$ cat config.mk
export PLATFORM = sky130hd
export DESIGN_NAME = uart_tx_scheduler
export DESIGN_NICKNAME = d
export VERILOG_FILES = /design/src/rtl/uart_sched_pkg.sv /design/src/rtl/uart_tx_scheduler_rr_picker.sv /design/src/rtl/uart_tx_scheduler.sv
export SDC_FILE = /design/constraint.sdc
export NUM_CORES = 1
export LEC_CHECK = 0
export ABC_AREA = 1
export BUFFER_PORTS_ARGS = -buffer_cell sky130_fd_sc_hd__buf_2
export CAP_MARGIN = 30
export CELL_PAD_IN_SITES_DETAIL_PLACEMENT = 1
export CELL_PAD_IN_SITES_GLOBAL_PLACEMENT = 1
export CORE_MARGIN = 10
export CORE_UTILIZATION = 36
export DETAILED_ROUTE_END_ITERATION = 10
export PLACE_DENSITY = 0.82
export SLEW_MARGIN = 20
export SYNTH_ARGS = -nofsm -noshare
export SYNTH_HDL_FRONTEND = slang
export SYNTH_HIERARCHICAL = 1
export SYNTH_SLANG_ARGS = --single-unit
$ cat constraint.sdc
create_clock -name CLK -period 1.64 [get_ports CLK]
set_input_delay 0.164 -clock CLK [delete_from_list [all_inputs] [get_ports CLK]]
set_output_delay 0.164 -clock CLK [all_outputs]
set_load 0.05 [all_outputs]
$ cat src/rtl/uart_sched_pkg.sv
// Shared types and helpers for the UART transmit scheduler and its arbiter.
package uart_sched_pkg;

    typedef enum logic [1:0] {
        IDLE,
        LAUNCH,
        WAIT_BUSY,
        WAIT_DONE
    } SCHED_STATE_TYPE;

    localparam int SCHED_START_TIMEOUT = 16;
    localparam int SCHED_MAX_REQ       = 8;

    function automatic logic [SCHED_MAX_REQ-1:0] onehot(input int unsigned idx);
        onehot = SCHED_MAX_REQ'(1) << idx;
    endfunction

endpackage

$ cat src/rtl/uart_tx_scheduler_rr_picker.sv
// Combinational round-robin picker: first set request scanning upward from ptr+1, wrapping.
module rr_picker #(
    parameter int N_REQ = 2,
    localparam int PTR_W = $clog2(N_REQ)
) (
    input  logic [N_REQ-1:0] req,
    input  logic [PTR_W-1:0] ptr,
    output logic             valid,
    output logic [PTR_W-1:0] winner
);

    // Walk the offsets from farthest to nearest so the nearest set request is the last write.
    always_comb begin
        valid  = 1'b0;
        winner = '0;
        for (int k = N_REQ; k >= 1; k--) begin
            if (req[(int'(ptr) + k) % N_REQ]) begin
                valid  = 1'b1;
                winner = PTR_W'((int'(ptr) + k) % N_REQ);
            end
        end
    end

endmodule

$ cat src/rtl/uart_tx_scheduler.sv
// Shares one UART byte transmitter between N_REQ requesters: round-robin pick,
// byte held for the frame, one-cycle start pulse, start-timeout recovery.
//
// state     | meaning
// IDLE      | arbitrate when transmitter is free and a request is pending
// LAUNCH    | tx_flag and grant asserted for this single cycle
// WAIT_BUSY | waiting for transmitter busy to rise, start timeout running
// WAIT_DONE | frame in progress, waiting for busy to fall
module uart_tx_scheduler
    import uart_sched_pkg::*;
#(
    parameter int N_REQ         = 2,
    parameter int DATA_W        = 8,
    parameter int START_TIMEOUT = SCHED_START_TIMEOUT
) (
    input  logic                    CLK,
    input  logic                    RESET_N,
    input  logic [N_REQ-1:0]        req,
    input  logic [N_REQ*DATA_W-1:0] req_data,
    output logic [N_REQ-1:0]        grant,
    output logic [DATA_W-1:0]       tx_data,
    output logic                    tx_flag,
    input  logic                    tx_busy,
    output logic                    active,
    output logic [7:0]              err_count
);

    localparam int PTR_W = $clog2(N_REQ);
    localparam int CNT_W = $clog2(START_TIMEOUT + 1);
    localparam logic [CNT_W-1:0] CNT_LAST = CNT_W'(START_TIMEOUT - 1);

    SCHED_STATE_TYPE   state, state_next;
    logic [PTR_W-1:0]  ptr, ptr_next;
    logic [CNT_W-1:0]  cnt, cnt_next;
    logic [DATA_W-1:0] data_next;
    logic [N_REQ-1:0]  grant_next;
    logic              flag_next;
    logic [7:0]        err_next;
    logic              pick_valid;
    logic [PTR_W-1:0]  pick_winner;

    rr_picker #(.N_REQ(N_REQ)) u_picker (
        .req    (req),
        .ptr    (ptr),
        .valid  (pick_valid),
        .winner (pick_winner)
    );

    always_ff @(posedge CLK or negedge RESET_N) begin
        if (!RESET_N) begin
            state     <= IDLE;
            ptr       <= PTR_W'(N_REQ - 1);
            cnt       <= '0;
            tx_data   <= '0;
            grant     <= '0;
            tx_flag   <= 1'b0;
            err_count <= '0;
        end else begin
            state     <= state_next;
            ptr       <= ptr_next;
            cnt       <= cnt_next;
            tx_data   <= data_next;
            grant     <= grant_next;
            tx_flag   <= flag_next;
            err_count <= err_next;
        end
    end

    always_comb begin
        state_next = state;
        ptr_next   = ptr;
        cnt_next   = cnt;
        data_next  = tx_data;
        grant_next = '0;
        flag_next  = 1'b0;
        err_next   = err_count;
        case (state)
            IDLE: begin
                if (!tx_busy && pick_valid) begin
                    data_next  = req_data[int'(pick_winner)*DATA_W +: DATA_W];
                    grant_next = N_REQ'(onehot(int'(pick_winner)));
                    flag_next  = 1'b1;
                    ptr_next   = pick_winner;
                    state_next = LAUNCH;
                end
            end
            LAUNCH: begin
                cnt_next   = '0;
                state_next = WAIT_BUSY;
            end
            WAIT_BUSY: begin
                // Busy takes priority over a timeout landing in the same cycle.
                if (tx_busy) begin
                    state_next = WAIT_DONE;
                end else if (cnt == CNT_LAST) begin
                    state_next = IDLE;
                    if (err_count != 8'hFF) err_next = err_count + 8'd1;
                end else begin
                    cnt_next = cnt + 1'b1;
                end
            end
            WAIT_DONE: begin
                if (!tx_busy) state_next = IDLE;
            end
            default: state_next = IDLE;
        endcase
    end

    assign active = (state != IDLE);

endmodule
== After elaboration in Yosys (flattened, before gate mapping) ==
Cells that the tools add are included.
W data, S select, Z words.

* Flip-flop bits (word level): 27
* Bits in latches: 0
* Bits in writable memories: 0
* Memory bits (read-only): 0
* Input port bits: 21
* Output and inout port bits: 20
* Word-level logic and storage cells: 59
* Memories kept: 0

* Add/sub/neg operators: 4
* Multipliers: 0
* Divide/modulo/power cells: 0
* Order comparisons: 2
* Equality and inequality tests: 10
* Shift-type cells: 2
* Muxes and demuxes: 22
* Bitwise logic cells: 3
* Reduce and logical (&&, ||, !) cells: 9

{| class="wikitable"
|+ Operators by type and width
! cell !! count
|-
| $shiftx A16 B5 Y8 || 1
|-
| $mux W1 || 12
|-
| $mux W2 || 6
|-
| $mux W5 || 2
|-
| $pmux W5 S2 || 1
|-
| $add A8 B1 Y8 const B || 1
|-
| $ne A2 B2 Y1 const B || 4
|-
| $ne A8 B8 Y1 const B || 1
|-
| $pmux W2 S4 || 1
|-
| $lt A2 B3 Y1 const B || 2
|-
| $reduce_and A3 Y1 || 2
|-
| $add A5 B1 Y5 const B || 1
|-
| $eq A5 B4 Y1 const B || 1
|-
| $eq A2 B2 Y1 const B || 2
|-
| $reduce_and A4 Y1 || 1
|-
| $reduce_bool A2 Y1 || 2
|-
| $ne A3 B3 Y1 const B || 1
|-
| $add A1 B1 Y1 const B || 2
|-
| $and A1 B1 Y1 const A || 2
|-
| $eq A2 B1 Y1 const B || 1
|-
| $logic_not A2 Y1 || 1
|-
| $reduce_and A2 Y1 || 1
|-
| $shl A1 B1 Y2 const A || 1
|-
| $logic_and A1 B1 Y1 || 1
|-
| 2 further kinds || 2
|}

== Longest topological paths before layout ==
Gate-level depths: netlist of run 1.

* Depth in word-level cells: 10
* Gate-level depth with buffers: 10
* Gate-level depth less buffers: 10

== Hierarchy ==
The synthesis of run 1 kept the hierarchy.

{| class="wikitable"
|+ By module, submodules not included
! module !! times used !! cells each !! area each (um^2) !! seq. area each (um^2)
|-
| uart_tx_scheduler || 1 || 166 || 1346.3 || 676.9
|-
| rr_picker || 1 || 3 || 15.0 || 0.0
|}

== Worst setup path before layout of run 1 ==
OpenSTA, ideal clock, no wires.

* Path kind: register to register
* Start point: register err_count[1]
* End point: register err_count[4]
* Library setup time: 0.118 ns
* Data arrival time: 1.513 ns
* Required time: 1.522 ns
* Setup slack: 0.009 ns
* Cell stages (with the launch flop): 9
* Path buffers: 0
* Clock period less this slack: 1.631 ns
* Path through: dfrtp_1 > ha_1 > nand2_1 > nor2_2 > nand2_1 > nand2_4 > inv_2 > nand2_1 > nand2_1

* Longest elaborated chain between the ends: 2
* Elaborated cells on any way between the ends: 3
* Classes of those cells: add/sub (1); eq/ne (1); reduce/logical (1)

{| class="wikitable"
|+ Ends and longest elaborated chain
! element !! line !! RTL
|-
| start, declared || uart_tx_scheduler.sv:25 || <nowiki>output logic [7:0] err_count</nowiki>
|-
| start signal, assigned || uart_tx_scheduler.sv:65 || <nowiki>err_count <= err_next;</nowiki>
|-
| parallel branches: the longest is 2 deep, another holds $add A8 B1 Y8 || -- ||
|}

Several ways; the timed one is not identified.
A chain may end at the register's enable or synchronous reset.

== Final worst setup path of run 1 ==
* Start point: register cnt[1]
* End point: register err_count[4]

* Longest elaborated chain between the ends: 2

{| class="wikitable"
|+ Ends and longest elaborated chain
! element !! line !! RTL
|-
| start, declared || uart_tx_scheduler.sv:34 || <nowiki>logic [CNT_W-1:0] cnt, cnt_next;</nowiki>
|-
| start signal, assigned || uart_tx_scheduler.sv:61 || <nowiki>cnt <= cnt_next;</nowiki>
|-
| $eq A5 B4 Y1 || uart_tx_scheduler.sv:95 || <nowiki>end else if (cnt == CNT_LAST) begin</nowiki>
|-
| $reduce_and A4 Y1 (no line) || -- ||
|}

Every way passes these cells.

==> impl_results.md, run 1 <==
* Outcome: finished, final reports clean
* Number of CTS-inserted buffers at 3
* Setup TNS at 0 ns
* Largest net degree at the start of global routing at 28
* P&R area growth vs syn at 27.8%
* I/O pin count at 41
* Worst Setup Start Kind: flop
* Power Density at approximately 1400 nW/um^2
* Max_cap viols at 0
* Yosys top cell area share at a little under half
* Grt ovf at 0
* Leading area contributor after synthesis: dfrtp_1
* Via Count at ~1,300
* Critical path class: flop to flop
* Initial antenna violation count at 0
* Fill cells at between 400 and 500
* Synthesized instance count at 169
* Final worst slack at roughly 0.071 ns
* Util after Layout at a little under half
* Area of the multi-input gates at between 600 and 700 um^2
* Post-synthesis cell type count at 25
* Antenna viol nets, final at 0
* Most area-consuming cells after synthesis: dfrtp_1, nand2_1, nand3_1
* Worst hold path class: input port to flop
* Worst skew pair latency at 0.28 ns
* Syn_area_per_cell at just over 8 um^2
* WHS at between 0.08 and 0.09 ns
* Number of global-route vias before repair at 1,307
* Antenna diode count at 0
* Post-Syn Area at around 1400 um^2
* Mapped Nets at about 190
* Nets@finish at between 200 and 250
* Hold Fails Final Rpt at 0
* Placed Cells at between 200 and 300
* Routed vias/inst at 4.74
* CP required at ~1.9 ns
* Worst Setup End Kind: flop
* Root Driver: clkbuf_8
* Port Buffer Count at 40
* Total GRT Usage at a little under an eighth
* Routed WL per cell at 13.9 um
* H-tree depth at 1
* Worst Skew at 0.00627 ns
* Post-Place Setup Slack at 0.0124 ns
* Number of synthesized register bits at 27
* DP HPWL at about 2.8 mm
* CTS clock-pin slew for the worst setup and hold paths at 0.10 ns
* Initial DRT Pass Iterations at 2
* Clock Path Buffers at 2
* Critical Path AT at around 1.8 ns
* Synth Warn # at 6
* Tmin final at around 1.6 ns
* Core Area at roughly 3700 um^2
* Die Wd at just over 80 um
* Final Cell Area at between 1500 and 2000 um^2
* Fmax at ~640 MHz
* Register area at slightly below 700 um^2
* VDD IR-drop max at 690 uV
* Total power at about 2.5 mW
* Slew Limit Fails at 0
* Leakage power at slightly above 0.9 nW
* Initial core utilization at 37.2%
* Commonest non-fill, non-tap cell in the layout: nand2_1
* DP Area at 1630 um^2
* Worst Tran Pin Value at between 0.6 and 0.7 ns
* FP Rows at 22
* WL final at approximately 3.7 mm
* Final cell count without fillers at 265
* Die Ht at slightly above 80 um
* # setup viols final at 0
* Final period utilization at around 96%
* Clock Sinks at 27
* Fraction of layout cells with a size suffix above 1 at about a third
* Iteration-0 DRC Markers at 22
* Post-route DRC at 0
* Register area share after synthesis at about half
* CTS tree: built
* Crit path max fanout at 6
* Commonest non-fill, non-tap cells in the layout: nand2_1, buf_2, dfrtp_1, nand3_1, inv_1
* First-pass GRT wire length at roughly 6 mm
* Die area at 6640 um^2
* Slew margin rel. at 58.2%
* RePlAce Congestion at about 0.76
* RSZ-0062 raised after global routing: true
## sequential cells by signal, indices dropped and copies added, names as in the netlist
register	cells
tx_flag	1
grant	2
cnt	5
err_count	8
state	2
ptr	1
tx_data	8
## worst paths after layout
path                             start            to  slack [ns]  cells past startpoint
setup / recovery                cnt[1]  err_count[4]        0.07                     10
min in group asynchronous      RESET_N  err_count[4]        0.43                      2
hold reg to reg             tx_data[1]    tx_data[1]        0.50                      2
hold / removal             req_data[6]    tx_data[6]        0.08                      3
setup reg to reg                cnt[1]  err_count[4]        0.07                     10
max in group asynchronous      RESET_N      state[1]        0.80                      2
## cells in the mapped netlist
cell / n
nand3b_1: 1
inv_1: 15
buf_6: 1
nand3_2: 1
nor2_8: 1
nand3_1: 18
dfrtp_1: 26
nand2_1: 68
o22ai_1: 1
xor2_1: 2
nand4_1: 1
ha_1: 3
o21ai_0: 3
or2_2: 1
nor2_2: 2
or2_1: 1
inv_2: 1
nand2_4: 1
nor2_4: 2
dfstp_2: 1
xnor2_1: 1
nor3b_1: 1
o21bai_1: 1
a21oi_1: 4
nor2_1: 12
## critical path: stages, from the launching register on
cell     delay, ns
dfrtp_1       0.38
ha_2          0.20
nand2_2       0.06
nor2_2        0.11
ha_2          0.20
nand2_2       0.07
nor2_4        0.18
nand2_4       0.11
inv_6         0.09
nand2_2       0.05
nand2_2       0.06
## area by class of cell
type / instances / area share, %
Sequential cell: 27 / 38.9
Clock buffer: 3 / 2.37
Tap cell: 48 / 3.45
Clock inverter: 1 / 0.431
Timing Repair Buffer: 44 / 13.4
Inverter: 16 / 3.74
Multi-Input combinational cell: 126 / 37.7
## what timing repair did
item / CTS / global route
hold buffers: 1 / 0
setup endpoints to repair: 0 / 14
resized for setup: 0 / 16
hold endpoints to repair: 26 / 0
setup buffers: 0 / 1
## power by group
part / leakage (nW) / switching (mW) / internal [mW]
sequential: 0.354 / 0.134 / 0.850
combinational: 0.537 / 0.805 / 0.314
clock: 0.0217 / 0.223 / 0.173
total: 0.913 / 1.16 / 1.34
## logic make-up (layout without fill, tap and decap cells)
| group | Yosys count | in the layout | synth area share, % |
|---|---|---|---|
| AND/OR/NAND/NOR | 110 | 111 | 36.8 |
| flip-flops | 27 | 27 | 49.7 |
| buffers and inverters | 17 | 64 | 5.24 |
| AO/OA/AOI/OAI | 9 | 9 | 3.58 |
| adder cells (fa/ha/maj) | 3 | 3 | 2.76 |
| XOR/XNOR | 3 | 3 | 1.93 |
## metal layers
metal | GRT usage (%) | share of wire (%) | up-vias
met5 | 0 | 0 | -
met4 | 3.63 | 0.87 | 0
met3 | 4.80 | 8.0 | 4
met2 | 18.0 | 47 | 33
met1 | 13.7 | 44 | 594
li1 | - | - | 624
No activity file was read; power rests on OpenSTA's default activity.
==> inputs of run 2 (changes only) <==
--- a/config.mk
+++ b/config.mk
@@ -14,8 +14,8 @@
 export CORE_UTILIZATION = 36
 export DETAILED_ROUTE_END_ITERATION = 10
 export PLACE_DENSITY = 0.82
+export REMOVE_ABC_BUFFERS = 1
 export SLEW_MARGIN = 20
 export SYNTH_ARGS = -nofsm -noshare
 export SYNTH_HDL_FRONTEND = slang
-export SYNTH_HIERARCHICAL = 1
 export SYNTH_SLANG_ARGS = --single-unit
==> run 2 against run 1 <==
Effect of this change: clock power is 4% lower; count of clock-buffer cells in the layout is 1 higher; fmax is 1.0% lower; setup slack worse by 0.016 ns; non-clock buffer count is 1 lower; final cell count is 3.8% higher; sequential power is 0.8% lower; utilization is 0.61 points higher; clock skew is 0.00098 ns higher; area after synthesis is 3.7% higher; via count is 1.8% higher; critical path type unchanged; critical endpoint is now err_count[0]; largest cell class is now multi-input gates; highest routed layer unchanged.
==> impl_results.md, run 2 <==
* Clock group share of total power at 15.8% (about the same)
* Post-Place Setup Slack at 0.0861 ns (was 0.0124 ns)
* Antenna diode count at 0 (unchanged)
* Crit-path cells: ha_2, nand2_2, nor2_2, ha_2, nand2_2, nor2_4, nand2_8, clkinv_8, nand2_4, nand2_2 (was ha_2, nand2_2, nor2_2, ha_2, nand2_2, nor2_4, nand2_4, inv_6, nand2_2, nand2_2)
* Leakage power at 0.990 nW (was 0.913 nW)
* Switch Pwr at 1.10 mW (was 1.16 mW)
* Leading area contributor after synthesis: dfrtp_1 (unchanged)
* DP HPWL at 2.92 mm (was 2.84 mm)
* Port Buffer Count at 40 (unchanged)
* Tmin final at 1.59 ns (was 1.57 ns)
* Largest net degree at the start of global routing at 28 (unchanged)
* Initial antenna violation count at 0 (unchanged)
* Top sig layer: met4 (unchanged)
* DRT met1 WL at 1.65 mm (was 1.63 mm)
* Initial DRT Pass Iterations at 4 (was 2)
* CP required at 1.85 ns (was 1.87 ns)
* Die area at 6830 um^2 (was 6640 um^2)
* Crit path max fanout at 8 (was 6)
* VDD IR-drop max at 783 uV (was 690 uV)
* Most common library cells after synthesis: nand2_1, dfrtp_1, nor2_1 (was nand2_1, dfrtp_1, nand3_1)
* Synth async-reset ratio at 100% (unchanged)
* Critical path class: flop to flop (unchanged)
* Number of CTS-inserted buffers at 3 (unchanged)
* I/O pin count at 41 (unchanged)
* Met2 WL at 1.66 mm (was 1.72 mm)
* Final cell count without fillers at 275 (was 265)
* Nets@finish at 252 (was 242)
* Worst Skew at 0.00725 ns (was 0.00627 ns)
* Largest registers: err_count (8), tx_data (8), cnt (5) (unchanged)
* Buf/Inv on CP at 1 (unchanged)
* Most area-consuming cells after synthesis: dfrtp_1, nand2_1, nand3_1 (unchanged)
* Post-synth EDFFs at 0 (unchanged)
* Post-route DRC at 0 (unchanged)
* RePlAce Congestion at 0.740 (was 0.765)
* Iteration-0 DRC Markers at 70 (was 22)
* Worst Tran Pin Value at 0.592 ns (was 0.627 ns)
* Number of synthesized register bits at 27 (unchanged)
* Slew Limit Fails at 0 (unchanged)
* RSZ-0062 raised after global routing: true (unchanged)
* CP max stage delay at 0.41 ns (was 0.38 ns)
* Hold Fails Final Rpt at 0 (unchanged)
* Post-synthesis cell type count at 27 (was 25)
* P_int at 1.30 mW (was 1.34 mW)
* Fmax at 631 MHz (was 637 MHz)
* Yosys top cell area share at 46.1% (was 47.8%)
* Via Count at 1,278 (was 1,255)
* Critical Path AT at 1.80 ns (about the same)
* P&R area growth vs syn at 26.8% (was 27.8%)
* # setup viols final at 0 (unchanged)
* Initial core utilization at 38.0% (was 37.2%)
* Power Density at 1340 nW/um^2 (was 1440 nW/um^2)
* Worst skew pair latency at 0.27 ns (was 0.28 ns)
* WL final at 3.67 mm (was 3.68 mm)
* Ys flop type: dfrtp_1 (unchanged)
* H-tree depth at 1 (unchanged)
* Total GRT Usage at 11.4% (about the same)
* Switching part of the total power at 45.7% (was 46.5%)
* Routed vias/inst at 4.65 (was 4.74)
* Synth Warn # at 0 (was 6)
* Antenna viol nets, final at 0 (unchanged)
* Final worst slack at 0.0544 ns (was 0.0705 ns)
* Synthesized instance count at 182 (was 169)
* CP top delay family: simple AND/OR/NAND/NOR gates (unchanged)
* Slowest CP cell: dfrtp_1 (unchanged)
* Commonest non-fill, non-tap cells in the layout: nand2_1, buf_2, dfrtp_1, nand2_2 (was nand2_1, buf_2, dfrtp_1, nand3_1, inv_1)
* First-pass GRT wire length at 6.09 mm (was 6.03 mm)
* Clock Sinks at 27 (unchanged)
* Outcome: finished, final reports clean (unchanged)
* Total power at 2.40 mW (was 2.50 mW)
* Register area share after synthesis at 48.0% (was 49.7%)
* Fill cells at 489 (was 476)
* Area of the multi-input gates at 709 um^2 (was 657 um^2)
* Core Area at 3720 um^2 (was 3660 um^2)
* Root Driver: clkbuf_8 (unchanged)
* Commonest non-fill, non-tap cell in the layout: nand2_1 (unchanged)
* Die Wd at 82.6 um (was 81.5 um)
* Routed WL per cell at 13.4 um (was 13.9 um)
* Max_cap viols at 0 (unchanged)
* Combinational power share at 43.6% (was 44.8%)
* CTS tree: built (unchanged)
* Cell with the most instances after synthesis: nand2_1 (unchanged)
* CTS clock-pin slew for the worst setup and hold paths at 0.09 ns (was 0.10 ns)
* Slew margin rel. at 60.6% (was 58.2%)
* Number of global-route vias before repair at 1,286 (was 1,307)
* Sequential Power Share at 40.6% (was 39.4%)
* Placed Cells at 269 (was 258)
* Worst Setup Start Kind: flop (unchanged)
* Clock Path Buffers at 2 (unchanged)
* Post-Syn Area at 1410 um^2 (was 1360 um^2)
* Final period utilization at 96.7% (was 95.7%)
* Register area at 677 um^2 (unchanged)
* FP Rows at 22 (unchanged)
* Syn_area_per_cell at 7.75 um^2 (was 8.06 um^2)
* Worst hold path class: input port to flop (unchanged)
* Worst Setup End Kind: flop (unchanged)
* Met3 WL at 308 um (was 296 um)
* Grt ovf at 0 (unchanged)
* Most used cell, CP: nand2_2 (unchanged)
* Fraction of layout cells with a size suffix above 1 at 33.9% (was 32.3%)
* Final Cell Area at 1790 um^2 (was 1740 um^2)
* DP Area at 1670 um^2 (was 1630 um^2)
* Die Ht at 82.6 um (was 81.5 um)
run 2: power by group through the flow:
stage / Combinational [mW] / Clock [mW] / Sequential [mW]
2_1_floorplan: 0.416 / 0 / 1.30
3_3_place_gp: 1.01 / 0 / 0.976
3_5_place_dp: 1.04 / 0 / 0.981
4_1_cts: 1.04 / 0.394 / 0.975
5_1_grt: 1.17 / 0.427 / 0.999
6_report: 1.05 / 0.379 / 0.976
run 2: worst register-to-register path, cell delays in order (launching register included):
cell	delay, ns
dfrtp_1	0.41
ha_2	0.21
nand2_2	0.06
nor2_2	0.11
ha_2	0.18
nand2_2	0.06
nor2_4	0.19
nand2_8	0.12
clkinv_8	0.09
nand2_4	0.05
nand2_2	0.05
run 2: cells by family after synthesis:
| logic type | Yosys count | share of synthesized area, % |
|---|---|---|
| AND/OR/NAND/NOR | 124 | 38.9 |
| flip-flops | 27 | 48.0 |
| buffers and inverters | 18 | 5.50 |
| AO/OA/AOI/OAI | 6 | 2.48 |
| adder cells (fa/ha/maj) | 3 | 2.66 |
| XOR/XNOR | 4 | 2.48 |
run 2: metrics by stage:
stage / hold WS [ns] / utilization (%) / TNS, ns
after detailed placement: 0.212 / 44.8 / 0
final: 0.169 / 48.1 / 0
after global placement: 0.213 / 44.8 / 0
after CTS: 0.170 / 46.3 / 0
after floorplan: -0.132 / - / 0
after global routing: 0.195 / 48.1 / -0.276
run 2: final timing paths:
kind                               from            to  slack [ns]  cells after the start
max in group asynchronous       RESET_N    tx_data[2]        0.83                      2
min in group asynchronous       RESET_N    tx_data[3]        0.42                      2
setup / recovery                 cnt[1]  err_count[0]        0.05                     10
setup reg to reg                 cnt[1]  err_count[0]        0.05                     10
hold / removal             req_data[11]    tx_data[3]        0.17                      5
hold reg to reg              tx_data[5]    tx_data[5]        0.49                      2
run 2: cell type report:
| cell class | instances | share of cell area, % |
|---|---|---|
| multi-input combinational | 137 | 39.7 |
| sequential | 27 | 37.8 |
| timing repair buffer | 43 | 12.6 |
| inverter | 16 | 4.06 |
| tap | 48 | 3.36 |
| clock buffer | 4 | 2.52 |
run 2: repair_timing:
item	CTS	global route
buffers inserted	0	1
endpoints found under the hold margin	26	0
hold buffers	1	0
gates resized for setup	0	20
setup endpoints to repair	0	12
run 2: per-layer routing:
| layer | up-vias | GRT usage [%] |
|---|---|---|
| met4 | 0 | 4.01 |
| li1 | 647 | - |
| met5 | - | 0 |
| met1 | 595 | 14.2 |
| met3 | 4 | 4.64 |
| met2 | 32 | 17.6 |
==> inputs of run 3 (changes only) <==
==> constraint.sdc (replaced) <==
create_clock -name CLK -period 1.78 [get_ports CLK]
set_input_delay 0.178 -clock CLK [delete_from_list [all_inputs] [get_ports CLK]]
set_output_delay 0.178 -clock CLK [all_outputs]
set_load 0.05 [all_outputs]
==> run 3 against run 2 <==
Effect of this change: via count decreased by 0.70%; sequential share of layout area is 1.5 points higher; fmax grew 1.7%; first-iteration DRC count shrank 29%; die area unchanged; non-clock buffer count decreased by 1; utilization down 1.8 points; clock power is 6.6% lower; critical path depth did not move; hold slack improved by 0.013 ns; count of clock-buffer cells in the layout did not move; highest routed layer unchanged.
==> impl_results.md, run 3 (synthesized netlist as in run 2, its figures left out) <==
* CTS clock-pin slew for the worst setup and hold paths at 0.10 ns (was 0.09 ns)
* Util after Layout at 46.3% (was 48.1%)
* Clock group share of total power at 16.2% (was 15.8%)
* Reg-to-Reg End: err_count[0] (unchanged)
* Die area at 6830 um^2 (unchanged)
* Initial DRT Pass Iterations at 4 (unchanged)
* VDD IR-drop max at 718 uV (was 783 uV)
* Leakage power at 0.959 nW (was 0.990 nW)
* Crit path max fanout at 8 (unchanged)
* Max_cap viols at 0 (unchanged)
* Worst Setup Start Kind: flop (unchanged)
* Die Ht at 82.6 um (unchanged)
* Hold_sp: req_data[11] (unchanged)
* Worst skew pair latency at 0.27 ns (about the same)
* I/O pin count at 41 (unchanged)
* Switch Pwr at 1.00 mW (was 1.10 mW)
* Combinational power share at 42.8% (was 43.6%)
* RR Startpoint: cnt[1] (unchanged)
* CTS tree: built (unchanged)
* CP required at 2.00 ns (was 1.85 ns)
* Post-route DRC at 0 (unchanged)
* Routed vias/inst at 4.63 (was 4.65)
* Antenna diode count at 0 (unchanged)
* Largest registers: err_count (8), tx_data (8), cnt (5) (unchanged)
* Core Area at 3720 um^2 (unchanged)
* Commonest non-fill, non-tap cells in the layout: nand2_1, buf_2, dfrtp_1, nor2_1, inv_1 (was nand2_1, buf_2, dfrtp_1, nand2_2)
* DP HPWL at 2.92 mm (unchanged)
* Reg2Reg Depth at 10 (unchanged)
* Switching part of the total power at 45.8% (was 45.7%)
* CTS resizes at 0 (unchanged)
* Slew margin rel. at 60.0% (was 60.6%)
* WL final at 3.65 mm (was 3.67 mm)
* Grt ovf at 0 (unchanged)
* Initial antenna violation count at 0 (unchanged)
* Hold Path Depth at 5 (unchanged)
* Sequential Power Share at 41.0% (was 40.6%)
* RSZ-0062 raised after global routing: false (was true)
* Via Count at 1,269 (was 1,278)
* Fmax at 642 MHz (was 631 MHz)
* Die Wd at 82.6 um (unchanged)
* Tmin final at 1.56 ns (was 1.59 ns)
* Worst hold path class: input port to flop (unchanged)
* Commonest non-fill, non-tap cell in the layout: nand2_1 (unchanged)
* FP Rows at 22 (unchanged)
* Worst Tran Pin Value at 0.599 ns (was 0.592 ns)
* Nets@finish at 251 (was 252)
* Worst Setup End Kind: flop (unchanged)
* Post-Place Setup Slack at 0.226 ns (was 0.0861 ns)
* Critical Path AT at 1.77 ns (was 1.80 ns)
* Antenna viol nets, final at 0 (unchanged)
* Total GRT Usage at 11.4% (unchanged)
* Clock Sinks at 27 (unchanged)
* Fraction of layout cells with a size suffix above 1 at 26.5% (was 33.9%)
* H-tree depth at 1 (unchanged)
* Setup TNS at 0 ns (unchanged)
* Worst Skew at 0.00596 ns (was 0.00725 ns)
* Routed WL per cell at 13.3 um (was 13.4 um)
* Hold Fails Final Rpt at 0 (unchanged)
* Clock Path Buffers at 2 (unchanged)
* Outcome: finished, final reports clean (unchanged)
* P&R area growth vs syn at 22.0% (was 26.8%)
* Reg2Reg Setup Slack at 0.22 ns (was 0.05 ns)
* Total power at 2.18 mW (was 2.40 mW)
* Initial core utilization at 38.0% (unchanged)
* Number of CTS-inserted buffers at 3 (unchanged)
* Largest net degree at the start of global routing at 28 (unchanged)
* Root Driver: clkbuf_8 (unchanged)
* Power Density at 1270 nW/um^2 (was 1340 nW/um^2)
* P_int at 1.18 mW (was 1.30 mW)
* Sink of the worst hold path: tx_data[3] (unchanged)
* Final period utilization at 87.6% (was 96.7%)
* Final worst slack at 0.221 ns (was 0.0544 ns)
* Iteration-0 DRC Markers at 50 (was 70)
* Number of global-route vias before repair at 1,286 (unchanged)
* First-pass GRT wire length at 6.09 mm (unchanged)
* Fill cells at 496 (was 489)
* Critical path class: flop to flop (unchanged)
* # setup viols final at 0 (unchanged)
* RePlAce Congestion at 0.740 (unchanged)
* Port Buffer Count at 40 (unchanged)
* Slew Limit Fails at 0 (unchanged)
## run 3: how the worst max path moves through the flow
| stage | startpoint | to | slack [ns] | depth (start not counted) |
|---|---|---|---|---|
| floorplan | err_count[1] | err_count[4] | 0.20 | 8 |
| global placement | cnt[0] | err_count[2] | 0.26 | 9 |
| detailed placement | cnt[0] | err_count[0] | 0.23 | 10 |
| CTS | cnt[1] | err_count[0] | 0.19 | 10 |
| global route | cnt[1] | err_count[2] | 0.08 | 9 |
| finish | cnt[1] | err_count[0] | 0.22 | 10 |
## run 3: area by class of cell
cell class	count	area [um^2]	area share, %
flip-flops and latches	27	677	39.3
inverters	16	65.1	3.78
repair buffers	42	218	12.6
multi-input cells	137	657	38.2
well taps	48	60.1	3.49
clock buffers	4	45.0	2.62
## run 3: layer usage
layer / global-route usage, % / up-vias / wire, um / part of all wire, %
li1: - / 646 / - / -
met1: 14.2 / 589 / 1690 / 46
met2: 17.6 / 30 / 1610 / 44
met3: 4.64 / 4 / 294 / 8.1
met4: 4.01 / 0 / 55 / 1.5
met5: 0 / - / 0 / 0
## run 3: worst max-delay path: stages (launching register included)
cell and delay, ns:
dfrtp_1 0.40, ha_1 0.19, nand2_1 0.07, nor2_1 0.09, ha_1 0.16, nand2_1 0.09, nor2_4 0.22, nand2_8 0.10
inv_6 0.08, nand2_1 0.06, nand2_1 0.05
## run 3: power groups by stage
stage / logic [mW] / registers, mW / clock network (mW)
2_1_floorplan: 0.383 / 1.20 / 0
3_3_place_gp: 0.929 / 0.899 / 0
3_5_place_dp: 0.955 / 0.904 / 0
4_1_cts: 0.956 / 0.898 / 0.363
5_1_grt: 1.04 / 0.917 / 0.393
6_report: 0.934 / 0.896 / 0.354
## run 3: what timing repair did
item / in CTS / in global routing
endpoints found under the hold margin: 26 / 0
hold buffers: 1 / 0
buffers inserted: 0 / 0
## run 3: stage by stage
stage	instance area [um^2]	std cells	hold WS [ns]
3_5_place_dp	1670	269	0.226
4_1_cts	1720	274	0.184
2_1_floorplan	1400	180	-0.118
3_3_place_gp	1670	269	0.227
6_report	1720	274	0.183
5_1_grt	1720	274	0.209
